==> config.mk <==
export PLATFORM = sky130hd
export DESIGN_NAME = load_store_unit
export DESIGN_NICKNAME = d
export VERILOG_FILES = /design/src/rtl/load_store_unit.sv
export SDC_FILE = /design/constraint.sdc
export NUM_CORES = 1
export LEC_CHECK = 0
export ABC_AREA = 1
export ABC_CLOCK_PERIOD_IN_PS = 2500
export CAP_MARGIN = 25
export CORE_MARGIN = 5
export CORE_UTILIZATION = 30
export DETAILED_ROUTE_END_ITERATION = 8
export SKIP_LAST_GASP = 1
export SLEW_MARGIN = 20
export SYNTH_ARGS = -nofsm -noshare
export SYNTH_HDL_FRONTEND = slang
export SYNTH_SLANG_ARGS = --single-unit
==> constraint.sdc <==
create_clock -name clk -period 2.5 [get_ports clk]
set_clock_uncertainty 0.15 [all_clocks]
set_input_delay 0.5 -clock clk [delete_from_list [all_inputs] [get_ports clk]]
set_output_delay 0.5 -clock clk [all_outputs]
set_load 0.05 [all_outputs]
==> src/rtl/load_store_unit.sv <==
// load_store_unit: memory stage; accepts an execute result, performs a
// byte/half/word/dword access over a req/ack RAM port, hands result on.
// Ports: execute side  in_valid/in_ready, addr, data_in, MemRead, MemWrite,
//        funct3, in_side; writeback side out_valid/out_ready, data_out,
//        out_side, misaligned, bus_error; RAM side mem_req, mem_write_enable,
//        mem_addr, mem_write_data, mem_byte_en, mem_ack, mem_read_data.
//        rst is synchronous, active-low.
module load_store_unit #(
  parameter int XLEN    = 32,
  parameter int SIDE_W  = 9,
  parameter int TIMEOUT = 16
) (
  input  logic              clk,
  input  logic              rst,
  input  logic              in_valid,
  output logic              in_ready,
  input  logic [XLEN-1:0]   addr,
  input  logic [XLEN-1:0]   data_in,
  input  logic              MemRead,
  input  logic              MemWrite,
  input  logic [2:0]        funct3,
  input  logic [SIDE_W-1:0] in_side,
  output logic              out_valid,
  input  logic              out_ready,
  output logic [XLEN-1:0]   data_out,
  output logic [SIDE_W-1:0] out_side,
  output logic              misaligned,
  output logic              bus_error,
  output logic              mem_req,
  output logic              mem_write_enable,
  output logic [XLEN-1:0]   mem_addr,
  output logic [XLEN-1:0]   mem_write_data,
  output logic [XLEN/8-1:0] mem_byte_en,
  input  logic              mem_ack,
  input  logic [XLEN-1:0]   mem_read_data
);

  localparam int NB = XLEN / 8;
  localparam int OW = $clog2(NB);
  localparam int TW = $clog2(TIMEOUT + 2);

  typedef enum logic [1:0] {IDLE, ACCESS, RESP} state_t;
  typedef enum logic [1:0] {OP_PASS, OP_LOAD, OP_STORE} op_t;

  state_t            state, stateN;
  op_t               opQ, opN, inOp;
  logic [XLEN-1:0]   addrQ, addrN;
  logic [XLEN-1:0]   dataQ, dataN;
  logic [XLEN-1:0]   outQ, outN;
  logic [2:0]        f3Q, f3N;
  logic [SIDE_W-1:0] sideQ, sideN;
  logic              misQ, misN;
  logic              berrQ, berrN;
  logic [TW-1:0]     cntQ, cntN;

  logic              bad;
  logic              inAcc;
  logic [OW-1:0]     offs;
  logic [NB-1:0]     szMask;
  logic [XLEN-1:0]   wData;
  logic [XLEN-1:0]   shifted;
  logic [XLEN-1:0]   loadVal;

  // Store wins when both MemWrite and MemRead are set.
  always_comb begin
    inOp = OP_PASS;
    if (MemWrite)
      inOp = OP_STORE;
    else if (MemRead)
      inOp = OP_LOAD;
  end

  // Alignment / legality of the offered access, judged at accept time.
  always_comb begin
    bad = 1'b0;
    unique case (funct3[1:0])
      2'd1:    bad = addr[0];
      2'd2:    bad = |addr[1:0];
      2'd3:    bad = (|addr[2:0]) || (XLEN == 32);
      default: bad = 1'b0;
    endcase
    if (funct3 == 3'b111)
      bad = 1'b1;
    if ((funct3 == 3'b110) && (XLEN == 32))
      bad = 1'b1;
  end

  assign offs  = addrQ[OW-1:0];
  assign inAcc = (state == ACCESS);

  always_comb begin
    szMask = '1;
    wData  = dataQ;
    unique case (f3Q[1:0])
      2'd0: begin
        szMask = NB'(1);
        wData  = {NB{dataQ[7:0]}};
      end
      2'd1: begin
        szMask = NB'(3);
        wData  = {(NB/2){dataQ[15:0]}};
      end
      2'd2: begin
        szMask = NB'(15);
        wData  = {(XLEN/32){dataQ[31:0]}};
      end
      default: begin
        szMask = '1;
        wData  = dataQ;
      end
    endcase
  end

  // Bring the addressed lane down to bit 0, then extend by size/sign.
  assign shifted = mem_read_data >> {offs, 3'b000};

  always_comb begin
    loadVal = shifted;
    unique case (f3Q[1:0])
      2'd0: loadVal = f3Q[2] ? XLEN'(shifted[7:0])
                             : XLEN'($signed(shifted[7:0]));
      2'd1: loadVal = f3Q[2] ? XLEN'(shifted[15:0])
                             : XLEN'($signed(shifted[15:0]));
      2'd2: loadVal = f3Q[2] ? XLEN'(shifted[31:0])
                             : XLEN'($signed(shifted[31:0]));
      default: loadVal = shifted;
    endcase
  end

  always_comb begin
    stateN = state;
    opN    = opQ;
    addrN  = addrQ;
    dataN  = dataQ;
    f3N    = f3Q;
    sideN  = sideQ;
    outN   = outQ;
    misN   = misQ;
    berrN  = berrQ;
    cntN   = cntQ;
    unique case (state)
      IDLE: begin
        if (in_valid) begin
          opN   = inOp;
          addrN = addr;
          dataN = data_in;
          f3N   = funct3;
          sideN = in_side;
          cntN  = '0;
          misN  = 1'b0;
          berrN = 1'b0;
          outN  = '0;
          if (inOp == OP_PASS) begin
            outN   = addr;
            stateN = RESP;
          end else if (bad) begin
            misN   = 1'b1;
            stateN = RESP;
          end else begin
            stateN = ACCESS;
          end
        end
      end
      ACCESS: begin
        // An ack on the final allowed cycle still completes normally.
        if (mem_ack) begin
          outN   = (opQ == OP_LOAD) ? loadVal : '0;
          stateN = RESP;
        end else if ((TIMEOUT > 0) && (cntQ == TW'(TIMEOUT - 1))) begin
          berrN  = 1'b1;
          outN   = '0;
          stateN = RESP;
        end else begin
          cntN = cntQ + TW'(1);
        end
      end
      RESP: begin
        if (out_ready) begin
          stateN = IDLE;
          misN   = 1'b0;
          berrN  = 1'b0;
          outN   = '0;
        end
      end
      default: stateN = IDLE;
    endcase
  end

  always_ff @(posedge clk) begin
    if (!rst) begin
      state <= IDLE;
      opQ   <= OP_PASS;
      addrQ <= '0;
      dataQ <= '0;
      f3Q   <= '0;
      sideQ <= '0;
      outQ  <= '0;
      misQ  <= 1'b0;
      berrQ <= 1'b0;
      cntQ  <= '0;
    end else begin
      state <= stateN;
      opQ   <= opN;
      addrQ <= addrN;
      dataQ <= dataN;
      f3Q   <= f3N;
      sideQ <= sideN;
      outQ  <= outN;
      misQ  <= misN;
      berrQ <= berrN;
      cntQ  <= cntN;
    end
  end

  assign in_ready   = (state == IDLE);
  assign out_valid  = (state == RESP);
  assign data_out   = outQ;
  assign out_side   = sideQ;
  assign misaligned = misQ;
  assign bus_error  = berrQ;

  assign mem_req          = inAcc;
  assign mem_write_enable = inAcc && (opQ == OP_STORE);
  assign mem_addr         = inAcc ? {addrQ[XLEN-1:OW], {OW{1'b0}}} : '0;
  assign mem_write_data   = (inAcc && (opQ == OP_STORE)) ? wData : '0;
  assign mem_byte_en      = inAcc ? (szMask << offs) : '0;

endmodule

After elaboration in Yosys (flattened, before gate mapping)
Cells that the tools add are included.
{"block": "word_totals", "reg_bits": 119, "input_bits": 115, "word_cells": 84}
{"block": "classes", "n_addsub": 1, "eq_ne": 17, "shifts": 2, "muxes": 40, "reduce_logical": 14}
{"op": "$mux 32", "n": 10}
{"op": "$pmux 32 s2", "n": 2}
{"op": "$pmux 32 s3", "n": 1}
{"op": "$shr 32x5->32", "n": 1}
{"op": "$mux 5", "n": 3}
{"op": "$mux 2", "n": 7}
{"op": "$mux 1", "n": 10}
{"op": "$pmux 5 s2", "n": 1}
{"op": "$eq 2x1->1 const B", "n": 4}
{"op": "$eq 2x2->1 const B", "n": 4}
{"op": "$pmux 4 s2", "n": 1}
{"op": "$reduce_and 4->1", "n": 2}
{"op": "$eq 3x3->1 const B", "n": 2}
{"op": "$logic_not 2->1", "n": 3}
{"op": "$ne 2x2->1 const B", "n": 3}
{"op": "$pmux 1 s3", "n": 2}
{"op": "$pmux 2 s3", "n": 1}
{"op": "$reduce_and 3->1", "n": 2}
{"op": "$add 5x1->5 const B", "n": 1}
{"op": "$eq 5x4->1 const B", "n": 1}
{"op": "$reduce_and 5->1", "n": 1}
{"op": "$mux 4", "n": 1}
{"op": "$ne 2x1->1 const B", "n": 2}
{"op": "$reduce_bool 2->1", "n": 2}
{"op": "7 further kinds", "n": 7}

Longest topological paths before layout
{"block": "depth", "word_depth": 8, "ltp_mapped": 12, "ltp_nobuf": 11}

Worst setup path before layout
Ideal clock, no wire load.
{"block": "synth_timing", "kind": "reg-to-output", "start": "register state[1]", "end": "output mem_write_data[15]", "arrival_ns": 2.688, "t_required_ns": 1.850, "setup_slack_ns": -0.838, "path_stages_with_launch": 8, "path_cell_list": "dfxtp_1 -> inv_1 -> ha_1 -> buf_4 -> inv_2 -> nor3_4 -> inv_2 -> nor3_1"}
{"block": "synth_between", "elab_chain_cells": 3}
{"element": "from (decl)", "line": "45", "rtl": "state_t state, stateN;"}
{"element": "from (signal assigned)", "line": "202", "rtl": "state <= stateN;"}
{"element": "$eq 2x1->1", "line": "89", "rtl": "assign inAcc = (state == ACCESS);"}
{"element": "via mem_req", "line": "29", "rtl": "output logic mem_req,"}
{"element": "$logic_and 1x1->1", "line": "225", "rtl": "assign mem_write_data = (inAcc && (opQ == OP_STORE)) ? wData : '0;"}
{"element": "$mux 32", "line": "225"}
{"element": "to (decl)", "line": "32", "rtl": "output logic [XLEN-1:0] mem_write_data,"}
The timed path passes the listed nets, and every way through them passes these cells.

Final worst setup path
{"block": "layout_timing", "start": "register state[1]", "end": "output mem_write_data[13]"}
{"block": "layout_between", "elab_chain_cells": 3}
{"element": "$eq 2x1->1", "line": "89"}
{"element": "$logic_and 1x1->1", "line": "225"}
{"element": "$mux 32", "line": "225"}
No other way between the ends.

==> results.yml <==
routing:
  drtPass1Iterations: 5
  drc: 0
  routed_wirelength_mm: 23.39
  vias: 6861
  wl_per_cell_um: 16.21
  dr.first_iter.drc_count: 541
  ant_nets: 0
  vias_per_cell: 4.755
run:
  drv_cap: 0
global_routing:
  grt_max_degree: 50
  gr-total-overflow: 0
  antenna_found_initial: 5
  grt_use_total: 0.1980
  grt_pass1_vias: 6573
  grt_pass1_wl_mm: 36.98
worst_setup_path:
  crit_chain: "inv_2 -> ha_4 -> inv_2 -> nor3_4 -> buf_6 -> buf_16 -> o21ai_1 -> nor2_2 -> buf_12"
  path_common_cell: "inv_2"
  cp_slowest_cell: "dfxtp_2"
  cp_top_family: "buffers and inverters"
  critPathCaptureType: "output port"
  critPathBufInv: 5
  worstSetupPathType: "flop to output port"
  r2r_slack_ns: 0.29
  critPathMaxStageDelay_ns: 0.32
  worst_ep_required_time_ns: 1.85
  crit_arrival_ns: 1.80
  crit_fanout: 4
  start_kind: "flop"
floorplanning:
  pin_count: 230
  start_util: 0.3032
  die_area_mm2: 0.02334
  coreArea_mm2: 0.02017
  die_x_um: 152.8
  die_h_um: 152.8
  num_rows: 52
yosys:
  synth_most_common_cell: "nand2_1"
  yosys-top-cells-area: "dfxtp_1, o21ai_0, nand2_1"
  ys_warn_count: 0
  netlist.area_leader.share: 0.3896
  synth_top_area_cell: "dfxtp_1"
  synth_edf_count: 0
  async_reset_ff_frac: 0
  syn_area_mm2: 0.006115
  ys_seq_elements: 119
  avgSynthCellArea_um2: 6.484
  syn_inst: 943
  ys_types: 39
  synth_flop_cell: "dfxtp_1"
  synth_common_cells: "nand2_1, nor2_1, o21ai_0"
  synth-seq-area-share: 0.3896
timing:
  slew_viol_final: 0
  rsz0062_at_grt: "true"
  timing.final.ws_setup_ns: 0.05037
  slew_headroom: 0.5696
  whs_ns: 0.3073
  hold_viol_final: 0
  tightestPinTransition_ns: 0.6436
  fmax_mhz: 408.2
  post-route-period-util: 0.9799
  period_needed_ns: 2.450
  setup_violations: 0
power:
  internal_power_mw: 4.707
  p_comb_frac: 0.321
  power.switching_mw: 2.604
  pwr_density_cell_mw_per_mm2: 714.6
  seqPwrFrac: 0.321
  p_leak_nw: 4.394
  p_clk_frac: 0.358
  vdd_drop_max_mv: 0.5209
  swShare: 0.3562
min_path:
  hold_class: "flop to flop"
cts:
  cts_tree: "built"
  cts_root_buf: "clkbuf_16"
  clk_latency_ns: 0.42
  htreeDepth: 4
  clk_path_buf_depth: 2
  cts_hold_buffers: 0
  path_clk_slew_ns: 0.06
  clock_sinks: 119
  numCtsBuffers: 17
place:
  place_ws_ns: 0.1011
  port_buffers: 227
  place_hpwl_mm: 17.02
  gp_congestion: 0.8227
  dp.cells: 1400
layout:
  layout-drive-gt1-share: 0.1716
  fin_cells: 1443
  fillers: 1988
  nets: 1279
  fin_util: 0.5073
  syn2layout_area_growth_pct: 67.32
status:
  status: "finished clean"
==> metrics by stage <==
stage / power [mW] / area, um^2 / TNS [ns]
global route: 7.708 / 10230 / -0.2654
global placement: 4.672 / 9455 / 0
finish: 7.311 / 10230 / 0
floorplan: 3.835 / 6237 / 0
CTS: 7.355 / 10190 / -0.6718
detailed placement: 4.690 / 9455 / 0
==> path summary, 6_finish.rpt <==
check,from,cells after the start,end
min,cntQ[4]$_SDFFE_PN0P_,2,cntQ[4]$_SDFFE_PN0P_
max,state[1]$_SDFFE_PN0P_,9,mem_write_data[13]
max reg2reg,cntQ[0]$_SDFFE_PN0P_,12,data_out[22]$_SDFFE_PN0P_
min reg2reg,cntQ[4]$_SDFFE_PN0P_,2,cntQ[4]$_SDFFE_PN0P_
==> kinds of logic after synthesis <==
kind of cell,synth area share
buffers and inverters,0.1035
flip-flops,0.3896
adder cells (fa/ha/maj),0.01228
AO/OA/AOI/OAI,0.2208
AND/OR/NAND/NOR,0.2732
other,0.0006133
==> sequential cells by signal, indices dropped and copies added, names as in the netlist <==
register / count
addrQ: 32
dataQ: 32
data_out: 32
out_side: 9
cntQ: 5
f3Q: 3
opQ: 2
state: 2
bus_error: 1
misaligned: 1
==> cell usage in the layout (no fill, tap or decap), types with 5 or more instances in the layout <==
master and n:
o21ai_0 134, nor2_2 22, buf_6 7, clkbuf_16 17
nand3_1 32, clkdlybuf4s50_1 156, o22ai_1 7, ha_1 5
o21ai_1 5, buf_4 21, dfxtp_1 115, inv_1 69
nor2_1 153, a21oi_1 97, nand2_1 181, buf_12 73
inv_2 13
==> power groups by stage <==
stage / sequential [mW] / combinational (mW) / clock [mW]
after floorplan: 2.72 / 1.11 / 0
after global placement: 2.38 / 2.30 / 0
after detailed placement: 2.38 / 2.31 / 0
after CTS: 2.34 / 2.34 / 2.67
after global routing: 2.38 / 2.56 / 2.77
final: 2.34 / 2.35 / 2.62
==> area by class of cell <==
type                       instances  area, um^2  share of cell area
inverter                          85       329.1             0.03216
multi-input combinational        676        3246              0.3172
sequential                       119        2390              0.2336
clock buffer                      19       442.9             0.04329
antenna                            2       5.005           0.0004892
timing repair buffer             259        3302              0.3227
clock inverter                    13       178.9             0.01749
tap                              270       337.8             0.03302
==> repair_timing <==
| action | CTS | global route |
|---|---|---|
| gates resized for setup | 21 | 15 |
| endpoints found under the setup margin | 61 | 60 |
| buffers inserted | 6 | 3 |
| gates cloned | 1 | 0 |
| pin swaps | 11 | 6 |
==> per-layer routing <==
metal  share of wire  GRT usage  routed length [um]  vias to the layer above
met3           0.075    0.06362                1755                       23
met1            0.44     0.2563               10250                     3123
li1                -          -                   -                     3482
met5          0.0012          0                  28                        -
met4          0.0093    0.04328                 218                        6
met2            0.48     0.3243               11140                      227
==> worst reg2reg max path: cells and delay by family, from the launching register on <==
family,cells,cell delay (ns)
buffers and inverters,4,0.42
AND/OR/NAND/NOR,4,0.52
flip-flops,1,0.36
AO/OA/AOI/OAI,2,0.27
adder cells (fa/ha/maj),2,0.38
Power figures use the tool's default switching activity.
